==> src/rtl/cdb_arbiter.sv <==
// cdb_arbiter: round-robin arbiter for the common data bus.
// Functional units hold a finished result with valid high. One unit is granted
// per cycle. Its {rob_ix, value} is broadcast on a registered CDB, and a one-cycle
// read pulse is returned to it. A unit whose read pulse is live is masked
// from the search, so the same result is never broadcast twice.
module cdb_arbiter #(
  parameter  int N        = 4,
  parameter  int ROB_IX_W = 3,
  parameter  int DATA_W   = 32,
  parameter  int CNT_W    = 16,
  localparam int SRC_W    = $clog2(N)
) (
  input  logic                             clk_in,
  input  logic                             rst_in,
  input  logic [N-1:0]                     valid_in,
  input  logic [N-1:0][ROB_IX_W-1:0]       rob_ix_in,
  input  logic [N-1:0][DATA_W-1:0]         value_in,
  output logic [N-1:0]                     read_out,
  output logic                             cdb_valid_out,
  output logic [ROB_IX_W-1:0]              cdb_rob_ix_out,
  output logic [DATA_W-1:0]                cdb_value_out,
  output logic [SRC_W-1:0]                 cdb_src_out,
  output logic [CNT_W-1:0]                 conflict_cnt_out
);

  logic [SRC_W-1:0]    r_ptr;
  logic [N-1:0]        r_read;
  logic                r_cdb_valid;
  logic [ROB_IX_W-1:0] r_cdb_rob_ix;
  logic [DATA_W-1:0]   r_cdb_value;
  logic [SRC_W-1:0]    r_cdb_src;
  logic [CNT_W-1:0]    r_conflict_cnt;

  logic [N-1:0]        w_elig;
  logic                w_found;
  logic [SRC_W-1:0]    w_gnt;
  logic [SRC_W:0]      w_pop;
  logic                w_multi;
  logic [SRC_W-1:0]    w_ptr_nxt;

  // Round-robin search starting at r_ptr, wrapping modulo N (N need not be a power of 2)
  always_comb begin
    int v_sum;
    w_elig  = valid_in & ~r_read;
    w_found = 1'b0;
    w_gnt   = '0;
    v_sum   = 0;
    for (int k = 0; k < N; k++) begin
      v_sum = int'(r_ptr) + k;
      v_sum = (v_sum >= N) ? (v_sum - N) : v_sum;
      if (!w_found && w_elig[v_sum[SRC_W-1:0]]) begin
        w_found = 1'b1;
        w_gnt   = v_sum[SRC_W-1:0];
      end else begin
        w_found = w_found;
      end
    end
  end

  // Count eligible requesters to detect contention, and form the next pointer
  always_comb begin
    w_pop = '0;
    for (int i = 0; i < N; i++) begin
      w_pop = w_pop + {{SRC_W{1'b0}}, w_elig[i]};
    end
    w_multi   = (w_pop >= (SRC_W+1)'(2));
    w_ptr_nxt = (w_gnt == SRC_W'(N-1)) ? '0 : (w_gnt + SRC_W'(1));
  end

  // Registered CDB broadcast, read pulse, pointer and saturating contention counter
  always_ff @(posedge clk_in) begin
    if (rst_in) begin
      r_ptr          <= '0;
      r_read         <= '0;
      r_cdb_valid    <= 1'b0;
      r_cdb_rob_ix   <= '0;
      r_cdb_value    <= '0;
      r_cdb_src      <= '0;
      r_conflict_cnt <= '0;
    end else begin
      if (w_multi && (r_conflict_cnt != {CNT_W{1'b1}})) begin
        r_conflict_cnt <= r_conflict_cnt + CNT_W'(1);
      end
      if (w_found) begin
        r_cdb_valid  <= 1'b1;
        r_cdb_rob_ix <= rob_ix_in[w_gnt];
        r_cdb_value  <= value_in[w_gnt];
        r_cdb_src    <= w_gnt;
        r_read       <= N'(1) << w_gnt;
        r_ptr        <= w_ptr_nxt;
      end else begin
        r_cdb_valid  <= 1'b0;
        r_read       <= '0;
      end
    end
  end

  assign read_out         = r_read;
  assign cdb_valid_out    = r_cdb_valid;
  assign cdb_rob_ix_out   = r_cdb_rob_ix;
  assign cdb_value_out    = r_cdb_value;
  assign cdb_src_out      = r_cdb_src;
  assign conflict_cnt_out = r_conflict_cnt;

endmodule

==> config.mk <==
export PLATFORM = sky130hd
export DESIGN_NAME = cdb_arbiter
export DESIGN_NICKNAME = d
export VERILOG_FILES = /design/src/rtl/cdb_arbiter.sv
export SDC_FILE = /design/constraint.sdc
export NUM_CORES = 1
export LEC_CHECK = 0
export ABC_CLOCK_PERIOD_IN_PS = 2790
export CAP_MARGIN = 20
export CORE_MARGIN = 1
export CORE_UTILIZATION = 43
export CTS_BUF_LIST = sky130_fd_sc_hd__clkbuf_4
export CTS_CLUSTER_SIZE = 12
export DETAILED_ROUTE_END_ITERATION = 8
export GPL_TIMING_DRIVEN = 1
export HOLD_SLACK_MARGIN = 0.08
export PLACE_DENSITY = 0.89
export SYNTH_ARGS = -nofsm -noshare
export SYNTH_HDL_FRONTEND = slang
export SYNTH_SLANG_ARGS = --single-unit
==> constraint.sdc <==
create_clock -name clk_in -period 2.79 [get_ports clk_in]
set_input_delay 0.558 -clock clk_in [delete_from_list [all_inputs] [get_ports clk_in]]
set_output_delay 0.558 -clock clk_in [all_outputs]
set_load 0.05 [all_outputs]
==> impl_metrics.ini, run 1 <==
[finish]
regArea_um2 = 1200
fin_nets = 836
fillers = 794
multi_input_area_um2 = 2560
post-route-cell-area_um2 = 6520
fin_cells = 824
antenna_cells = 0
fin_util_pct = 67.0
syn_to_final_growth_pct = 51.2
drive_gt1_share_pct = 11.1

[logic_synthesis]
synth_seq_area_share_pct = 27.9
synthAdderAreaFrac_pct = 0.871
synth_nets = 653
synthXorXnorAreaFrac_pct = 2.23
synth.most_common_cell = inv_1
synthMuxAreaShare_pct = 16.7
synthSimpleGateAreaFrac_pct = 13.5
netlist_area_um2 = 4310
yosysWarningCount = 0
synth_common_cells = 72 x inv_1, 71 x mux2i_1, 70 x a211oi_1
synth_ff_type = dfxtp_1
synth_cell_types = 44
synth_area_leaders = dfxtp_1 28%, mux2i_1 16%, a211oi_1 12%
synth_top_area_share_pct = 27.9
avgSynthCellArea_um2 = 8.55
synth_edf_count = 0
synth-compound-area-share_pct = 25.7
synth_top_area_cell = dfxtp_1
async_reset_ff_share_pct = 0
synthCells = 504
synth-seq-cells = 60
synth_top_family_by_area = compound AO/OA/AOI/OAI gates

[timing]
fin_setup_tns_ns = 0
slew_headroom_pct = 63.3
clock_skew_ns = 0.0174
timing.final.crit_share_pct = 84.0
fmax_ghz = 0.427
fin_ws_ns = 0.448
report.final.slew_viol_count = 0
tightest_slew_ns = 0.549
setup_viol = 0
rsz0062_at_grt = no
final-hold-violation-count = 0
period_needed_ns = 2.34

[clocking]
cts_root_buffer = clkbuf_4
clockBufferDepth = 2
clk_latency_ns = 0.40
ctsResizeCount = 0
cts-hold-fix-buffers = 0
path_clk_slew_ns = 0.10
cts_made_buffers = 9
cts_setup_buffers = 0
cts.sinks = 60
cts_tree = built
cts_htree_levels = 3

[drt]
ant_nets = 0
initialDrtViolationCount = 102
vias = 4374
drt_wl_total_um = 12900
drc = 0
wl_per_cell_um = 15.7
via_per_inst = 5.31
first_pass_iters = 4

[job]
maxCapViolations = 0

[power]
pwr_density_cell_nw_per_um2 = 791
leakagePower_uw = 0.00275
ir_worst_vdd_v = 0.000439

[place]
dpl.cell_count = 809
portBuffers = 203
dp_hpwl_um = 9790
place_ws_ns = 0.0417
place.gp.congestion = 0.869
dpl-instance-area_um2 = 6420

[critical_path]
worstPathMaxFanout = 8
crit_type = input port to register
cp-start-kind = input port
endpoint = conflict_cnt_out[11]
reg2reg_depth = 8
required_ns = 3.08
cp.arrival_ns = 2.63
endpoint_kind = register
rrSetupSlack_ns = 0.68
reg2reg_to = conflict_cnt_out[11]
r2r-start = read_out[0]
worstSetupStartpoint = valid_in[0]

[global_route]
grt_overflow_total = 0
antenna_found_initial = 0
track_usage_pct = 24.4
grt_max_degree = 71
grt_pass1_vias = 4317
grt_pass1_wl_um = 20100

[floorplanning]
dieArea_um2 = 10400
io_pins = 204
die_y_um = 102
core_area_um2 = 9730
fp.dieW_um = 102
initial_core_util_pct = 44.3
rows = 36

[worst_hold_path]
holdCritPathClass = register to register
min_from = cdb_src_out[1]

[run_status]
status = completed
-- worst min path at each step --
| stage | depth (start not counted) | endpoint | slack (ns) |
|---|---|---|---|
| after detailed placement | 2 | cdb_value_out[4] | 0.46 |
| after global routing | 2 | cdb_src_out[1] | 0.50 |
| after CTS | 2 | cdb_src_out[1] | 0.48 |
| after global placement | 2 | cdb_value_out[18] | 0.46 |
| final | 2 | cdb_src_out[1] | 0.48 |
| after floorplan | 2 | r_ptr[0] | 0.48 |
-- flip-flops by register name (all words and copies together) (netlist names) --
signal            count
r_ptr                 2
cdb_src_out           2
cdb_value_out        32
cdb_valid_out         1
cdb_rob_ix_out        3
read_out              4
conflict_cnt_out     16
-- cell usage in the layout (no fill, tap or decap), drive strengths merged, types with 3 or more instances in the layout --
cell type and count:
nor2b 3, nand3 4, buf 16, dfxtp 60, nand2b 5, xnor2 11
a21o 3, nand2 45, clkdlybuf4s50 203, and3 6, a211oi 70, inv 73
clkinv 4, ha 3, clkbuf 11, and4 4, nand4 4, a21oi 10
o211ai 35, nor2 19, and2b 3, nor3 7, mux2i 71
-- stage by stage --
stage	total power [uW]	hold slack, ns
3_5_place_dp	4680	0.462
2_1_floorplan	3660	0.481
4_1_cts	5180	0.480
3_3_place_gp	4600	0.455
6_report	5160	0.478
5_1_grt	5420	0.495
-- metal layers --
layer / wire (um) / global-route usage, % / vias to the layer above
li1: - / - / 2155
met1: 5210 / 27.1 / 2031
met2: 6560 / 44.3 / 157
met3: 781 / 5.47 / 31
met4: 388 / 10.9 / 0
met5: 0 / 0 / -
-- cell type report --
cell class | count | share of cell area (%)
Sequential cell | 60 | 18.4
Multi-Input combinational cell | 324 | 39.3
Tap cell | 133 | 2.55
Clock buffer | 11 | 1.27
Clock inverter | 4 | 0.269
Inverter | 73 | 4.20
Timing Repair Buffer | 219 | 34.0
-- logic make-up after synthesis --
logic type / Yosys count
XOR/XNOR: 11
AO/OA/AOI/OAI: 128
flip-flops: 60
AND/OR/NAND/NOR: 110
buffers and inverters: 120
adder cells (fa/ha/maj): 3
multiplexers: 72
-- where the power goes --
part / total, uW / switching (uW) / internal [uW]
Clock: 508 / 317 / 190
Combinational: 3360 / 2030 / 1340
Sequential: 1290 / 173 / 1110
-- worst max-delay path, cell delays in order --
cell and delay [ns]:
clkdlybuf4s50_1 0.52, and2b_4 0.23, xnor2_1 0.13, ha_1 0.26, a221oi_2 0.24, buf_4 0.19
nor3_2 0.06, nand4_1 0.11, mux2_1 0.32
(Power assumes the default switching activity.)
==> run 2, diff against run 1 <==
Settings changed: ABC_CLOCK_PERIOD_IN_PS 2790 to 1880, CORE_UTILIZATION 43 to 39, PLACE_DENSITY 0.89 to 0.85.
Clock period 2.79 ns to 1.88 ns, I/O delays scaled along.
==> impl_metrics.ini, run 2 (synthesized netlist as in run 1, its figures left out) <==
[floorplanning]
core_area_um2 = 10800
fp.dieW_um = 107
dieArea_um2 = 11500
rows = 38
initial_core_util_pct = 39.9
io_pins = 204
die_y_um = 107

[global_route]
track_usage_pct = 23.1
grt_max_degree = 44
grt_pass1_wl_um = 21200
antenna_found_initial = 0
grt_overflow_total = 0
grt_pass1_vias = 4507

[worst_hold_path]
holdCritPathClass = register to register

[critical_path]
cp-start-kind = register
required_ns = 2.22
critical_path.cell_chain = buf_4 > nand2b_4 > o221a_1 > o22ai_4 > clkinv_4 > buf_6 > buf_6 > or3_1 > a21oi_1
endpoint_kind = register
slowest_stage = or3_1
worstPathMaxFanout = 4
cpMostUsedCell = buf_6
crit_type = register to register
critPathBufInv = 4
crit_family = compound AO/OA/AOI/OAI gates
critical_path.max_stage_delay_ns = 0.37
cp.arrival_ns = 2.36

[clocking]
cts.sinks = 60
cts-hold-fix-buffers = 0
clk_latency_ns = 0.40
cts_tree = built
cts_made_buffers = 9
clockBufferDepth = 2
path_clk_slew_ns = 0.12
cts_root_buffer = clkbuf_4
cts_htree_levels = 3

[finish]
drive_gt1_share_pct = 26.4
antenna_cells = 0
fin_util_pct = 67.9
fin_cells = 876
final_common_cell = clkdlybuf4s50_1
syn_to_final_growth_pct = 69.9
fin_nets = 881
largest_reg_flops = 32
layout_common_cells = 143 x clkdlybuf4s50_1, 72 x inv_1, 64 x a211oi_1, 56 x buf_4, 53 x dfxtp_1

[drt]
drt-met1-wl_um = 5900
drc = 0
initialDrtViolationCount = 145
via_per_inst = 5.32
maxUsedRoutingLayer = met4
drt_wl_total_um = 14600
vias = 4659
met3_length_um = 780
ant_nets = 0
first_pass_iters = 5
wl_met2_um = 7560
wl_per_cell_um = 16.7

[power]
pwr-share-comb_pct = 68.8
p_seq_share_pct = 21.3
swShare_pct = 46.8
pwr_density_cell_nw_per_um2 = 1230
power_uw = 9000
p_sw_uw = 4210
intPower_uw = 4790
clkPwrFrac_pct = 9.9
leakagePower_uw = 0.00325
ir_worst_vdd_v = 0.000662

[timing]
report.final.slew_viol_count = 0
clock_skew_ns = 0.0234
slew_headroom_pct = 65.7
final-hold-violation-count = 0
tightest_slew_ns = 0.517
fin_ws_ns = -0.143
rsz0062_at_grt = yes
timing.final.crit_share_pct = 108
fmax_ghz = 0.494
setup_viol = 37
period_needed_ns = 2.02

[place]
place_ws_ns = -0.582
dpl.cell_count = 842
portBuffers = 203
place.gp.congestion = 0.849
dp_hpwl_um = 10300

[run_status]
violations = setup timing
status = complete, but fails checks

[job]
maxCapViolations = 0
-- run 2: power by group through the flow --
stage | clock network, uW | registers, uW | logic, uW
after floorplan | 0 | 3140 | 2360
after global placement | 0 | 1940 | 5140
after detailed placement | 0 | 1940 | 5270
after CTS | 902 | 1910 | 5230
after global routing | 953 | 1960 | 6500
final | 889 | 1920 | 6190
-- run 2: tightest hold or removal path: stages (launching register included) --
cell and delay [ns]:
dfxtp_1 0.34, nand2_1 0.05, a21oi_1 0.05
-- run 2: metrics by stage --
| step | setup TNS, ns | hold WS [ns] | cell area, um2 |
|---|---|---|---|
| 6_report | -2.03 | 0.471 | 7330 |
| 5_1_grt | -5.92 | 0.492 | 7330 |
| 4_1_cts | -0.928 | 0.472 | 6880 |
| 3_5_place_dp | -27.17 | 0.458 | 6690 |
| 3_3_place_gp | -25.08 | 0.451 | 6690 |
| 2_1_floorplan | -2.23 | 0.486 | 4360 |
-- run 2: path summary, 6_finish.rpt --
check	to	cells past startpoint	slack [ns]	start
hold reg to reg	cdb_src_out[0]	2	0.47	cdb_src_out[0]
setup reg to reg	r_ptr[0]	9	-0.14	read_out[0]
setup / recovery	r_ptr[0]	9	-0.14	read_out[0]
hold / removal	cdb_src_out[0]	2	0.47	cdb_src_out[0]
-- run 2: cell type report --
cell class	instances	area [um2]
Inverter	73	279
Multi-Input combinational cell	324	2830
Timing Repair Buffer	264	2700
Clock inverter	6	56.3
Tap cell	140	175
Fill cell	843	3470
Clock buffer	9	67.6
Sequential cell	60	1220
-- run 2: what timing repair did --
action | CTS | global route
cloned | 0 | 6
setup buffers | 2 | 11
gates resized for setup | 52 | 47
pin swaps | 11 | 7
endpoints found under the setup margin | 85 | 53
-- run 2: metal layers --
metal  GRT usage (%)  up-vias
met5               0        -
met4            9.20        0
met3            4.01       33
met2            42.0      183
met1            26.6     2209
li1                -     2234
